**src/rtl/de_stage.sv**
```systemverilog
`default_nettype none
// ============================================================================
//  Module      : de_stage
//  Description : Decode stage. Holds the FE/DE pipeline register, decodes
//                instruction fields, reads the external regfile, resolves
//                J / JR / RFE / interrupt redirects, stalls FE on load-use
//                hazards, owns the interrupt-enable state and registers the
//                decoded instruction into the DE/EX register.
//  Revision    : 1.0 - initial release
// ============================================================================
module de_stage #(
    parameter logic [31:0] INT_VEC = 32'h10,
    parameter logic        RST_IEN = 1'b1
) (
    input  logic        clk,
    input  logic        rst,
    input  logic [31:0] isn,
    input  logic [31:0] pc_cur,
    input  logic [31:0] n_pc,
    input  logic        irq,
    input  logic        ex_is_load,
    input  logic [4:0]  ex_rd,
    output logic [4:0]  rs_addr,
    output logic [4:0]  rt_addr,
    input  logic [31:0] rs_data,
    input  logic [31:0] rt_data,
    output logic [1:0]  ctr,
    output logic [1:0]  jmp_type,
    output logic [31:0] jmp_r,
    output logic [31:0] jmp_i,
    output logic [31:0] epc,
    output logic        dx_valid,
    output logic [31:0] dx_pc,
    output logic [5:0]  dx_op,
    output logic [5:0]  dx_funct,
    output logic [4:0]  dx_rs,
    output logic [4:0]  dx_rt,
    output logic [4:0]  dx_rd,
    output logic [31:0] dx_imm,
    output logic [31:0] dx_a,
    output logic [31:0] dx_b,
    output logic        dx_load,
    output logic        dx_we
);

    localparam logic [5:0] C_OP_RTYPE = 6'h00;
    localparam logic [5:0] C_OP_J     = 6'h02;
    localparam logic [5:0] C_OP_RFE   = 6'h10;
    localparam logic [5:0] C_OP_LW    = 6'h23;
    localparam logic [5:0] C_OP_SW    = 6'h2B;
    localparam logic [5:0] C_FN_JR    = 6'h08;

    localparam logic [1:0] C_JMP_SEQ  = 2'b00;
    localparam logic [1:0] C_JMP_REG  = 2'b01;
    localparam logic [1:0] C_JMP_IMM  = 2'b10;
    localparam logic [1:0] C_JMP_INT  = 2'b11;

    logic        r_valid;
    logic [31:0] r_isn;
    logic [31:0] r_pc;
    logic [31:0] r_npc;
    logic        r_ien;
    logic [31:0] r_epc;

    logic [5:0]  w_op;
    logic [5:0]  w_funct;
    logic [4:0]  w_rs;
    logic [4:0]  w_rt;
    logic [4:0]  w_rd;
    logic        w_is_r;
    logic        w_is_jr;
    logic        w_is_j;
    logic        w_is_lw;
    logic        w_is_sw;
    logic        w_is_rfe;
    logic        w_uses_rt;
    logic        w_stall;
    logic        w_active;
    logic        w_irq_take;
    logic        w_rfe_take;
    logic        w_issue;
    logic        w_unused;

    assign w_op    = r_isn[31:26];
    assign w_rs    = r_isn[25:21];
    assign w_rt    = r_isn[20:16];
    assign w_rd    = r_isn[15:11];
    assign w_funct = r_isn[5:0];

    assign w_is_r    = (w_op == C_OP_RTYPE);
    assign w_is_jr   = w_is_r && (w_funct == C_FN_JR);
    assign w_is_j    = (w_op == C_OP_J);
    assign w_is_lw   = (w_op == C_OP_LW);
    assign w_is_sw   = (w_op == C_OP_SW);
    assign w_is_rfe  = (w_op == C_OP_RFE);
    assign w_uses_rt = w_is_r || w_is_sw;

    // Load-use hazard: the EX load result is not yet available for a source we read.
    assign w_stall = r_valid && ex_is_load && (ex_rd != 5'd0) &&
                     ((ex_rd == w_rs) || (w_uses_rt && (ex_rd == w_rt)));

    // A valid, non-stalled instruction is the only one allowed to redirect.
    assign w_active   = r_valid && !w_stall;
    assign w_irq_take = w_active && irq && r_ien;
    assign w_rfe_take = w_active && !w_irq_take && w_is_rfe;
    assign w_issue    = w_active && (jmp_type == C_JMP_SEQ);

    assign rs_addr = w_rs;
    assign rt_addr = w_rt;
    assign ctr     = w_stall ? 2'b10 : 2'b00;
    assign jmp_r   = w_rfe_take ? r_epc : rs_data;
    assign jmp_i   = {r_npc[31:28], r_isn[25:0], 2'b00};
    assign epc     = r_epc;

    // Low NPC bits are carried for completeness; INT_VEC documents the entry PC only.
    assign w_unused = ^{r_npc[27:0], INT_VEC};

    // Redirect selection: interrupt outranks JR/RFE, which outrank J.
    always_comb begin
        jmp_type = C_JMP_SEQ;
        if (w_active) begin
            if (w_irq_take)                jmp_type = C_JMP_INT;
            else if (w_is_jr || w_is_rfe)  jmp_type = C_JMP_REG;
            else if (w_is_j)               jmp_type = C_JMP_IMM;
        end
    end

    // FE/DE register: hold on stall, squash the wrong-path word on redirect.
    always_ff @(posedge clk or posedge rst) begin
        if (rst) begin
            r_valid <= 1'b0;
            r_isn   <= 32'h0;
            r_pc    <= 32'h0;
            r_npc   <= 32'h0;
        end else if (w_stall) begin
            r_valid <= r_valid;
        end else if (jmp_type != C_JMP_SEQ) begin
            r_valid <= 1'b0;
        end else begin
            r_valid <= 1'b1;
            r_isn   <= isn;
            r_pc    <= pc_cur;
            r_npc   <= n_pc;
        end
    end

    // Interrupt state: entry saves the interrupted PC and masks, RFE unmasks.
    always_ff @(posedge clk or posedge rst) begin
        if (rst) begin
            r_ien <= RST_IEN;
            r_epc <= 32'h0;
        end else if (w_irq_take) begin
            r_ien <= 1'b0;
            r_epc <= r_pc;
        end else if (w_rfe_take) begin
            r_ien <= 1'b1;
        end
    end

    // DE/EX register: capture sequential instructions, otherwise insert a bubble.
    always_ff @(posedge clk or posedge rst) begin
        if (rst) begin
            dx_valid <= 1'b0;
            dx_pc    <= 32'h0;
            dx_op    <= 6'h0;
            dx_funct <= 6'h0;
            dx_rs    <= 5'h0;
            dx_rt    <= 5'h0;
            dx_rd    <= 5'h0;
            dx_imm   <= 32'h0;
            dx_a     <= 32'h0;
            dx_b     <= 32'h0;
            dx_load  <= 1'b0;
            dx_we    <= 1'b0;
        end else if (!w_issue) begin
            dx_valid <= 1'b0;
        end else begin
            dx_valid <= 1'b1;
            dx_pc    <= r_pc;
            dx_op    <= w_op;
            dx_funct <= w_funct;
            dx_rs    <= w_rs;
            dx_rt    <= w_rt;
            dx_rd    <= w_is_r ? w_rd : w_rt;
            dx_imm   <= {{16{r_isn[15]}}, r_isn[15:0]};
            dx_a     <= rs_data;
            dx_b     <= rt_data;
            dx_load  <= w_is_lw;
            dx_we    <= (w_is_r && !w_is_jr) || w_is_lw;
        end
    end

endmodule
`default_nettype wire

```
**config.mk**
```make
export PLATFORM = sky130hd
export DESIGN_NAME = de_stage
export DESIGN_NICKNAME = d
export VERILOG_FILES = /design/src/rtl/de_stage.sv
export SDC_FILE = /design/constraint.sdc
export NUM_CORES = 1
export LEC_CHECK = 0
export ABC_AREA = 1
export CAP_MARGIN = 40
export CORE_AREA = 2 2 170 172
export CTS_BUF_LIST = sky130_fd_sc_hd__clkbuf_4 sky130_fd_sc_hd__clkbuf_8
export DETAILED_ROUTE_END_ITERATION = 8
export DIE_AREA = 0 0 172 174
export GPL_TIMING_DRIVEN = 0
export PLACE_DENSITY = 0.7
export REMOVE_ABC_BUFFERS = 1
export SYNTH_ARGS = -nofsm -noshare
export SYNTH_HDL_FRONTEND = slang
export SYNTH_SLANG_ARGS = --single-unit
```
**constraint.sdc**
```tcl
create_clock -name clk -period 9.5 [get_ports clk]
set_clock_uncertainty 0.05 [all_clocks]
set_input_delay 0.95 -clock clk [delete_from_list [all_inputs] [get_ports clk]]
set_output_delay 0.95 -clock clk [all_outputs]
set_load 0.01 [all_outputs]
```
# Word level (Yosys, flattened, before mapping)
# Cells that the tools add are included.
[classes] n_eq_ne=7 mux=11 bitwise=2 n_reduce_logical=25
[ops] operator="two-way mux 32 bit" n=1
[ops] operator="== test 6 bit, second input constant" n=2
[ops] operator="logical AND 1 bit" n=12
[ops] operator="== test 5 bit" n=2
[ops] operator="two-way mux 2 bit" n=5
[ops] operator="== test 6 x 2 -> 1 bit, second input constant" n=1
[ops] operator="== test 6 x 4 -> 1 bit, second input constant" n=1
[ops] operator="== test 6 x 5 -> 1 bit, second input constant" n=1
[ops] operator="logical NOT 6 bit" n=1
[ops] operator="two-way mux 5 bit" n=1
[ops] operator="nonzero test 5 bit" n=1
[ops] operator="logical OR 1 bit" n=4
[ops] operator="two-way mux 1 bit" n=4
[ops] operator="nonzero test 2 bit" n=2
[ops] operator="logical NOT 1 bit" n=3
[ops] operator="logical NOT 2 bit" n=1
[ops] operator="inverter 1 bit" n=2
[ops] operator="AND reduction 2 bit" n=1
[totals] ff_bits=272 inputBits=169

# Depth between registers and ports, before layout
# Gate-level depths: netlist of the first run.
[logic_depth] word_depth=14 depth_mapped=15

# Least setup slack after synthesis of the first run
# No wires, ideal clock.
[synth_path] path_kind="input port to output port" from="in ex_rd[2]" to="out jmp_r[0]" t_arrival_ns=2.257 t_required_ns=8.500 setup_slack_ns=6.243 path_stages=11 cell_sequence="nor2_1 nand3_1 o211ai_1 inv_1 nand2_2 nand2_2 inv_2 nand2_1 buf_4 buf_4 o21ai_0"
[synth_between] elab_chain_cells=12 elab_cells_between_ends=15 cone_classes="2 x eq/ne; 1 x mux; 12 x reduce/logical"
[synth_rtl] item="from (decl)" line_no="22" text="input logic [4:0] ex_rd,"
[synth_rtl] item="== test 5 bit" line_no="100" text="((ex_rd == w_rs) || (w_uses_rt && (ex_rd == w_rt)));"
[synth_rtl] item="logical AND 1 bit" line_no="100"
[synth_rtl] item="logical OR 1 bit" line_no="100"
[synth_rtl] item="logical AND 1 bit (*)" line_no="99" text="assign w_stall = r_valid && ex_is_load && (ex_rd != 5'd0) &&"
[synth_rtl] item="logical NOT 1 bit (*)" line_no="103" text="assign w_active = r_valid && !w_stall;"
[synth_rtl] item="logical AND 1 bit (*)" line_no="103"
[synth_rtl] item="logical AND 1 bit (2 in series)" line_no="104" text="assign w_irq_take = w_active && irq && r_ien;"
[synth_rtl] item="logical NOT 1 bit" line_no="105" text="assign w_rfe_take = w_active && !w_irq_take && w_is_rfe;"
[synth_rtl] item="logical AND 1 bit (*) (2 in series)" line_no="105"
[synth_rtl] item="two-way mux 32 bit (*)" line_no="111" text="assign jmp_r = w_rfe_take ? r_epc : rs_data;"
[synth_rtl] item="to (decl)" line_no="29" text="output logic [31:0] jmp_r,"
# Mark *: on every way between the ends. The rest lies on a longest branch, timed or not.

# Final worst setup path of the first run
[layout_path] from="in ex_rd[1]" to="out jmp_r[27]"
# Same word-level chain as after synthesis.

==> reports/qor.csv, run 1 <==
stage,metric,value,unit
global_route,GR Util All Layers,20.3,%
global_route,largest net degree at the start of global routing,106,
clock_tree,Post-CTS Setup Inserts,0,
cells_and_area,most frequent cells in the layout,"nand2_1, clkdlybuf4s50_1, dfrtp_1",
power_and_ir_drop,P_sw,2.12,mW
detailed_routing,drt via density,4.57,
floorplanning,row count,62,
detailed_routing,total number of vias,8944,
power_and_ir_drop,Reg power frac,34.4,%
detailed_routing,average wire per standard cell,15.8,um
clock_tree,Clock Path Buffers,3,
cells_and_area,share of layout cells above drive strength 1,6.23,%
power_and_ir_drop,Logic pwr share,47.9,%
cells_and_area,# diodes,0,
synth,Gate Count Post-Synth,1209,
floorplanning,Die Y,174,um
detailed_routing,Residual DRC,0,
synth,"Seq/Total Area, Yosys",58.3,%
sta,worst hold slack,0.423,ns
synth,average size of a mapped cell,8.46,sq um
power_and_ir_drop,peak supply drop,0.173,mV
sta,Tightest Pin Transition,0.848,ns
cells_and_area,fin util,53.6,%
placement,DP HPWL,21.0,mm
sta,# setup viols final,0,
clock_tree,Sink Count,238,
placement,number of port buffers,405,
power_and_ir_drop,overall power,5.51,mW
critical_path,CP Capture Type,output port,
clock_tree,clk slew on worst S/H paths,0.06,ns
sta,minimum clock period,5.30,ns
detailed_routing,Total Wirelength,30.9,mm
sta,relative slew slack,43.5,%
critical_path,worst path cell trace,"clkdlybuf4s50_1, inv_1, nand2_1, nand2_1, nand2_1, nor2_1, nand3_1, nand2_1, nand2_4, buf_16, nand2_2, inv_2, nand2_2, buf_12, o21ai_0, clkdlybuf4s50_1",
clock_tree,cts hold-fix bufs,0,
cells_and_area,most common library cell in the layout ignoring fill and taps,nand2_1,
floorplanning,core area,28200,sq um
global_route,initial antenna violation count,0,
critical_path,R2R depth,12,
clock_tree,H-tree depth,2,
detailed_routing,Antenna Nets Post-Route,0,
sta,fin worst setup slack,4.20,ns
global_route,first-pass GRT wire length,48.0,mm
synth,register bit total from synthesis,238,
sta,Setup TNS,0,ns
global_route,vias in the first global route,8960,
critical_path,Critical Path Start,ex_rd[1],
clock_tree,# resized after CTS,0,
critical_path,max incr delay on CP,0.60,ns
power_and_ir_drop,Internal Power,3.38,mW
critical_path,Setup CP Type,input pin to output port,
synth,distinct cell type count after synthesis,29,
cells_and_area,fin nets,1715,
status,status,"complete, no violations",
power_and_ir_drop,PD cells,364,nW/um^2
critical_path,critical path data required time,8.50,ns
min_path,worst hold stages,2,
floorplanning,die area,29900,sq um
sta,Achievable Freq,189,MHz
placement,"worst slack, placed",4.14,ns
cells_and_area,Layout Cells excl Fill,1958,
global_route,grt ovf,0,
clock_tree,CTS tree,yes,
sta,RSZ-0062 raised after global routing,false,
synth,YS warnings,0,
placement,Placed Cells,1885,
critical_path,CP startpoint kind,input pin,
critical_path,worst r2r src,r_isn[29],
job,Max Cap Violations,0,
placement,GPL Wtd Cong,0.801,
detailed_routing,drt pass-1 iters,4,
synth,Post-Syn Area,10200,sq um
critical_path,CP max-delay cell,clkdlybuf4s50_1,
clock_tree,clock latency on the worst-skew pair,0.52,ns
critical_path,"most used cell, CP",nand2_1,
min_path,hold wc startpoint,r_npc[30],
floorplanning,Ports,437,
sta,final hold violations,0,
power_and_ir_drop,clock share of power,17.7,%
sta,Final Cycle Share,55.8,%
critical_path,crit-path max FO,51,
clock_tree,CTS buffer count,43,
floorplanning,die extent in x,172,um
cells_and_area,fillers,2613,
min_path,Worst Hold Class,register to register,
cells_and_area,area delta synth->final,48.0,%
floorplanning,Starting Density,36.2,%
critical_path,worst path arrival time,4.30,ns
sta,Max Transition Viols Final,0,
power_and_ir_drop,Leak Pwr,7.34,nW
placement,Area after DPL,14300,sq um
detailed_routing,Detailed Route Iter0 Violations,455,
power_and_ir_drop,Sw Ratio,38.6,%
cells_and_area,final instance area,15100,sq um
clock_tree,root buffer cell,clkbuf_8,
-- power groups by stage --
stage / Sequential (mW) / Clock (mW) / Combinational, mW
2_1_floorplan: 2.09 / 0 / 0.920
3_3_place_gp: 1.89 / 0 / 2.66
3_5_place_dp: 1.90 / 0 / 2.68
4_1_cts: 1.89 / 1.01 / 2.69
5_1_grt: 1.96 / 1.05 / 2.90
6_report: 1.89 / 0.977 / 2.64
-- final timing paths --
kind	slack (ns)	end
setup / recovery	4.20	jmp_r[27]
hold / removal	0.42	r_npc[30]
setup reg to reg	5.88	dx_a[0]
hold reg to reg	0.42	r_npc[30]
max in group asynchronous	7.81	epc[28]
min in group asynchronous	0.75	r_pc[2]
-- layer usage --
layer | track usage (%) | routed length (um) | up-vias | part of all wire (%)
met2 | 34.5 | 15100 | 329 | 49
li1 | - | - | 4346 | -
met3 | 6.19 | 2580 | 54 | 8.3
met4 | 5.88 | 652 | 0 | 2.1
met1 | 24.8 | 12600 | 4215 | 41
met5 | 0 | 0 | - | 0
-- area by class of cell --
type / count / area [sq um] / share of cell area [%]
Clock buffer: 69 / 850 / 5.61
Multi-Input combinational cell: 793 / 3300 / 21.8
Timing Repair Buffer: 416 / 4310 / 28.5
Tap cell: 384 / 480 / 3.17
Sequential cell: 238 / 5960 / 39.4
Inverter: 54 / 213 / 1.41
Clock inverter: 4 / 22.5 / 0.149
-- Yosys cell counts --
library cell / number / share of area [%]
nand2_1: 595 / 22
dfrtp_1: 237 / 58
buf_4: 75 / 5.5
nand3_1: 73 / 3.6
o21ai_0: 59 / 2.9
inv_1: 52 / 1.9
o21ai_1: 29 / 1.4
buf_2: 26 / 1.3
clkbuf_1: 19 / 0.70
nor2_1: 13 / 0.48
xor2_1: 5 / 0.43
clkbuf_2: 3 / 0.15
a21oi_1: 2 / 0.098
buf_6: 2 / 0.22
inv_2: 2 / 0.073
nand2_2: 2 / 0.12
nand4_1: 2 / 0.12
xnor2_1: 2 / 0.17
buf_1: 1 / 0.037
conb_1: 1 / 0.037
dfstp_2: 1 / 0.26
nand3_2: 1 / 0.098
nand4_2: 1 / 0.12
nor2_2: 1 / 0.061
nor2_4: 1 / 0.11
nor3_1: 1 / 0.049
o211ai_1: 1 / 0.073
o211ai_2: 1 / 0.12
or2_2: 1 / 0.061
-- kinds of logic after synthesis --
logic type | synth area share (%)
AOI/OAI and AO/OA | 4.60
buffers and inverters | 9.86
other | 0.0367
DFF | 58.3
xor gates and xnor gates | 0.600
and+or+nand+nor | 26.6
-- registers in the layout (all words and copies together), names as in the netlist --
| name | cells |
|---|---|
| dx_imm | 11 |
| r_ien | 1 |
| dx_we | 1 |
| dx_rt | 5 |
| dx_a | 32 |
| dx_funct | 5 |
| r_pc | 32 |
| dx_valid | 1 |
| r_isn | 32 |
| dx_op | 6 |
| dx_rd | 5 |
| r_npc | 4 |
| dx_load | 1 |
| dx_rs | 5 |
| dx_b | 32 |
| epc | 32 |
| r_valid | 1 |
| dx_pc | 32 |
-- critical path, delay by kind of cell --
kind	cells	cell delay, ns
buffers and inverters	6	1.90
AND/OR/NAND/NOR	9	1.16
AO/OA/AOI/OAI	1	0.25
No activity file was read; power rests on OpenSTA's default activity.
==> inputs of run 2 (changes only) <==
clock period = 4.9 ns   (was 9.5 ns; I/O delays follow)
==> run 2 against run 1 <==
Net effect: total power grew 94%; combinational power grew 94%; worst hold slack lost 0.13 ns; first-iteration DRC count shrank 0.22%; flip-flop and latch count is the same; sequential power grew 94%; critical path type is now register to output port; largest power group unchanged.
==> reports/qor.csv, run 2 (synthesized netlist as in run 1, its figures left out) <==
stage,metric,value,unit
placement,Area after DPL,14300,sq um
cells_and_area,most common library cell in the layout ignoring fill and taps,nand2_1,
detailed_routing,average wire per standard cell,15.8,um
critical_path,Reg2Reg Setup Slack,1.27,ns
critical_path,max incr delay on CP,0.60,ns
clock_tree,Clock Path Buffers,3,
clock_tree,H-tree depth,2,
cells_and_area,Layout Cells excl Fill,1958,
detailed_routing,drt pass-1 iters,4,
critical_path,worst path cell trace,"nor2_2, nand3_2, o21ai_1, nand3_1, nand2_1, nand2_4, buf_16, nand2_2, inv_2, nand2_4, buf_12, nand2_1, o21ai_0, clkdlybuf4s50_1",
power_and_ir_drop,peak supply drop,0.336,mV
job,Max Cap Violations,0,
clock_tree,cts hold-fix bufs,0,
detailed_routing,total number of vias,8939,
critical_path,Reg-to-Reg End,dx_a[0],
sta,Tightest Pin Transition,0.848,ns
placement,Placed Cells,1885,
critical_path,worst path arrival time,3.90,ns
critical_path,Setup CP Type,register to output port,
critical_path,"CP delay by family, top",simple AND/OR/NAND/NOR gates,
critical_path,crit path capture,jmp_r[27],
critical_path,CP max-delay cell,clkdlybuf4s50_1,
cells_and_area,area delta synth->final,48.1,%
clock_tree,Post-CTS Setup Inserts,0,
sta,minimum clock period,4.44,ns
sta,Max Transition Viols Final,0,
cells_and_area,# diodes,0,
power_and_ir_drop,overall power,10.7,mW
clock_tree,CTS buffer count,43,
sta,fin worst setup slack,0.460,ns
min_path,Worst Hold Class,input pin to async pin,
detailed_routing,Detailed Route Iter0 Violations,454,
critical_path,CP startpoint kind,register,
global_route,initial antenna violation count,0,
power_and_ir_drop,Leak Pwr,7.34,nW
cells_and_area,final instance area,15100,sq um
floorplanning,core area,28200,sq um
cells_and_area,fin nets,1715,
critical_path,CP Depth,14,
global_route,grt ovf,0,
floorplanning,Starting Density,36.2,%
detailed_routing,Residual DRC,0,
floorplanning,Ports,437,
clock_tree,root buffer cell,clkbuf_8,
global_route,met1 global-route usage,24.8,%
floorplanning,die area,29900,sq um
critical_path,critical path data required time,4.36,ns
global_route,GR Util All Layers,20.3,%
sta,Final Cycle Share,90.6,%
cells_and_area,fillers,2612,
floorplanning,die extent in x,172,um
placement,DP HPWL,21.0,mm
critical_path,CP Capture Type,output port,
clock_tree,clk slew on worst S/H paths,0.06,ns
floorplanning,Die Y,174,um
cells_and_area,fin util,53.6,%
sta,relative slew slack,43.5,%
critical_path,Crit path buffers/inverters,4,
detailed_routing,drt via density,4.57,
global_route,gr busiest metal,met2,
clock_tree,clock latency on the worst-skew pair,0.52,ns
detailed_routing,Antenna Nets Post-Route,0,
critical_path,Critical Path Start,r_isn[29],
detailed_routing,Total Wirelength,30.9,mm
clock_tree,CTS tree,yes,
global_route,largest net degree at the start of global routing,106,
global_route,grt met2 use,34.5,%
placement,number of port buffers,405,
power_and_ir_drop,PD cells,705,nW/um^2
global_route,vias in the first global route,8960,
placement,GPL Wtd Cong,0.801,
global_route,GR Util met3,6.19,%
cells_and_area,sequential standard cell area,5960,sq um
status,status,"complete, no violations",
sta,RSZ-0062 raised after global routing,false,
critical_path,R2R depth,12,
placement,"worst slack, placed",0.459,ns
sta,Achievable Freq,225,MHz
global_route,first-pass GRT wire length,48.0,mm
cells_and_area,most frequent cells in the layout,"nand2_1, clkdlybuf4s50_1, dfrtp_1",
sta,# setup viols final,0,
sta,final hold violations,0,
cells_and_area,Multi-input gate area,3300,sq um
floorplanning,row count,62,
clock_tree,Sink Count,238,
critical_path,crit-path max FO,51,
cells_and_area,share of layout cells above drive strength 1,6.23,%
critical_path,worst r2r src,r_isn[29],
run 2: cell counts in the layout (fill, tap and decap cells not counted):
Identical to the previous run, type by type.
run 2: final cells by class:
class | instances | share of cell area (%)
inverters | 54 | 1.41
clock buffers | 69 | 5.61
clock inverters | 4 | 0.149
well taps | 384 | 3.17
multi-input cells | 793 | 21.8
repair buffers | 416 | 28.5
flip-flops and latches | 238 | 39.4
run 2: worst reg2reg max path: stages (launching register included):
cell     delay (ns)
dfrtp_1        0.44
nor2_2         0.08
nand3_2        0.24
o21ai_1        0.14
nand3_1        0.10
nand2_1        0.08
nand2_4        0.29
buf_16         0.29
nand4_4        0.49
inv_4          0.70
buf_16         0.37
nand2_1        0.21
nand2_1        0.08
run 2: power breakdown:
part	total (mW)	switching [mW]	internal, mW
logic	5.12	2.62	2.49
registers	3.67	0.695	2.97
clock network	1.89	0.804	1.09
total	10.7	4.12	6.56
run 2: worst min path at each step:
stage,slack [ns],cells past startpoint,end
2_1_floorplan,0.41,2,r_ien
3_3_place_gp,0.41,2,r_npc[30]
3_5_place_dp,0.41,2,r_npc[31]
4_1_cts,0.26,2,dx_pc[2]
5_1_grt,0.30,2,dx_pc[2]
6_report,0.29,2,r_pc[2]
run 2: through the flow:
stage	TNS, ns	hold slack, ns
floorplan	-628.20	0.412
global placement	-2280.32	0.405
detailed placement	0	0.412
CTS	0	0.261
global route	0	0.296
finish	0	0.295
run 2: metal layers:
metal	routed length, um	part of all wire (%)
met5	0	0
met4	652	2.1
met3	2560	8.3
met2	15100	49
met1	12600	41
run 2: repair_timing:
item                       4_1_cts  5_1_grt
setup endpoints to repair        0        8
hold endpoints to repair         0        0
gates resized for setup          0        1
==> inputs of run 3 (changes only) <==
TNS_END_PERCENT = 30   (was unset)
==> results of run 3 <==
Final layout, timing and power as in run 2 (identical DEF).
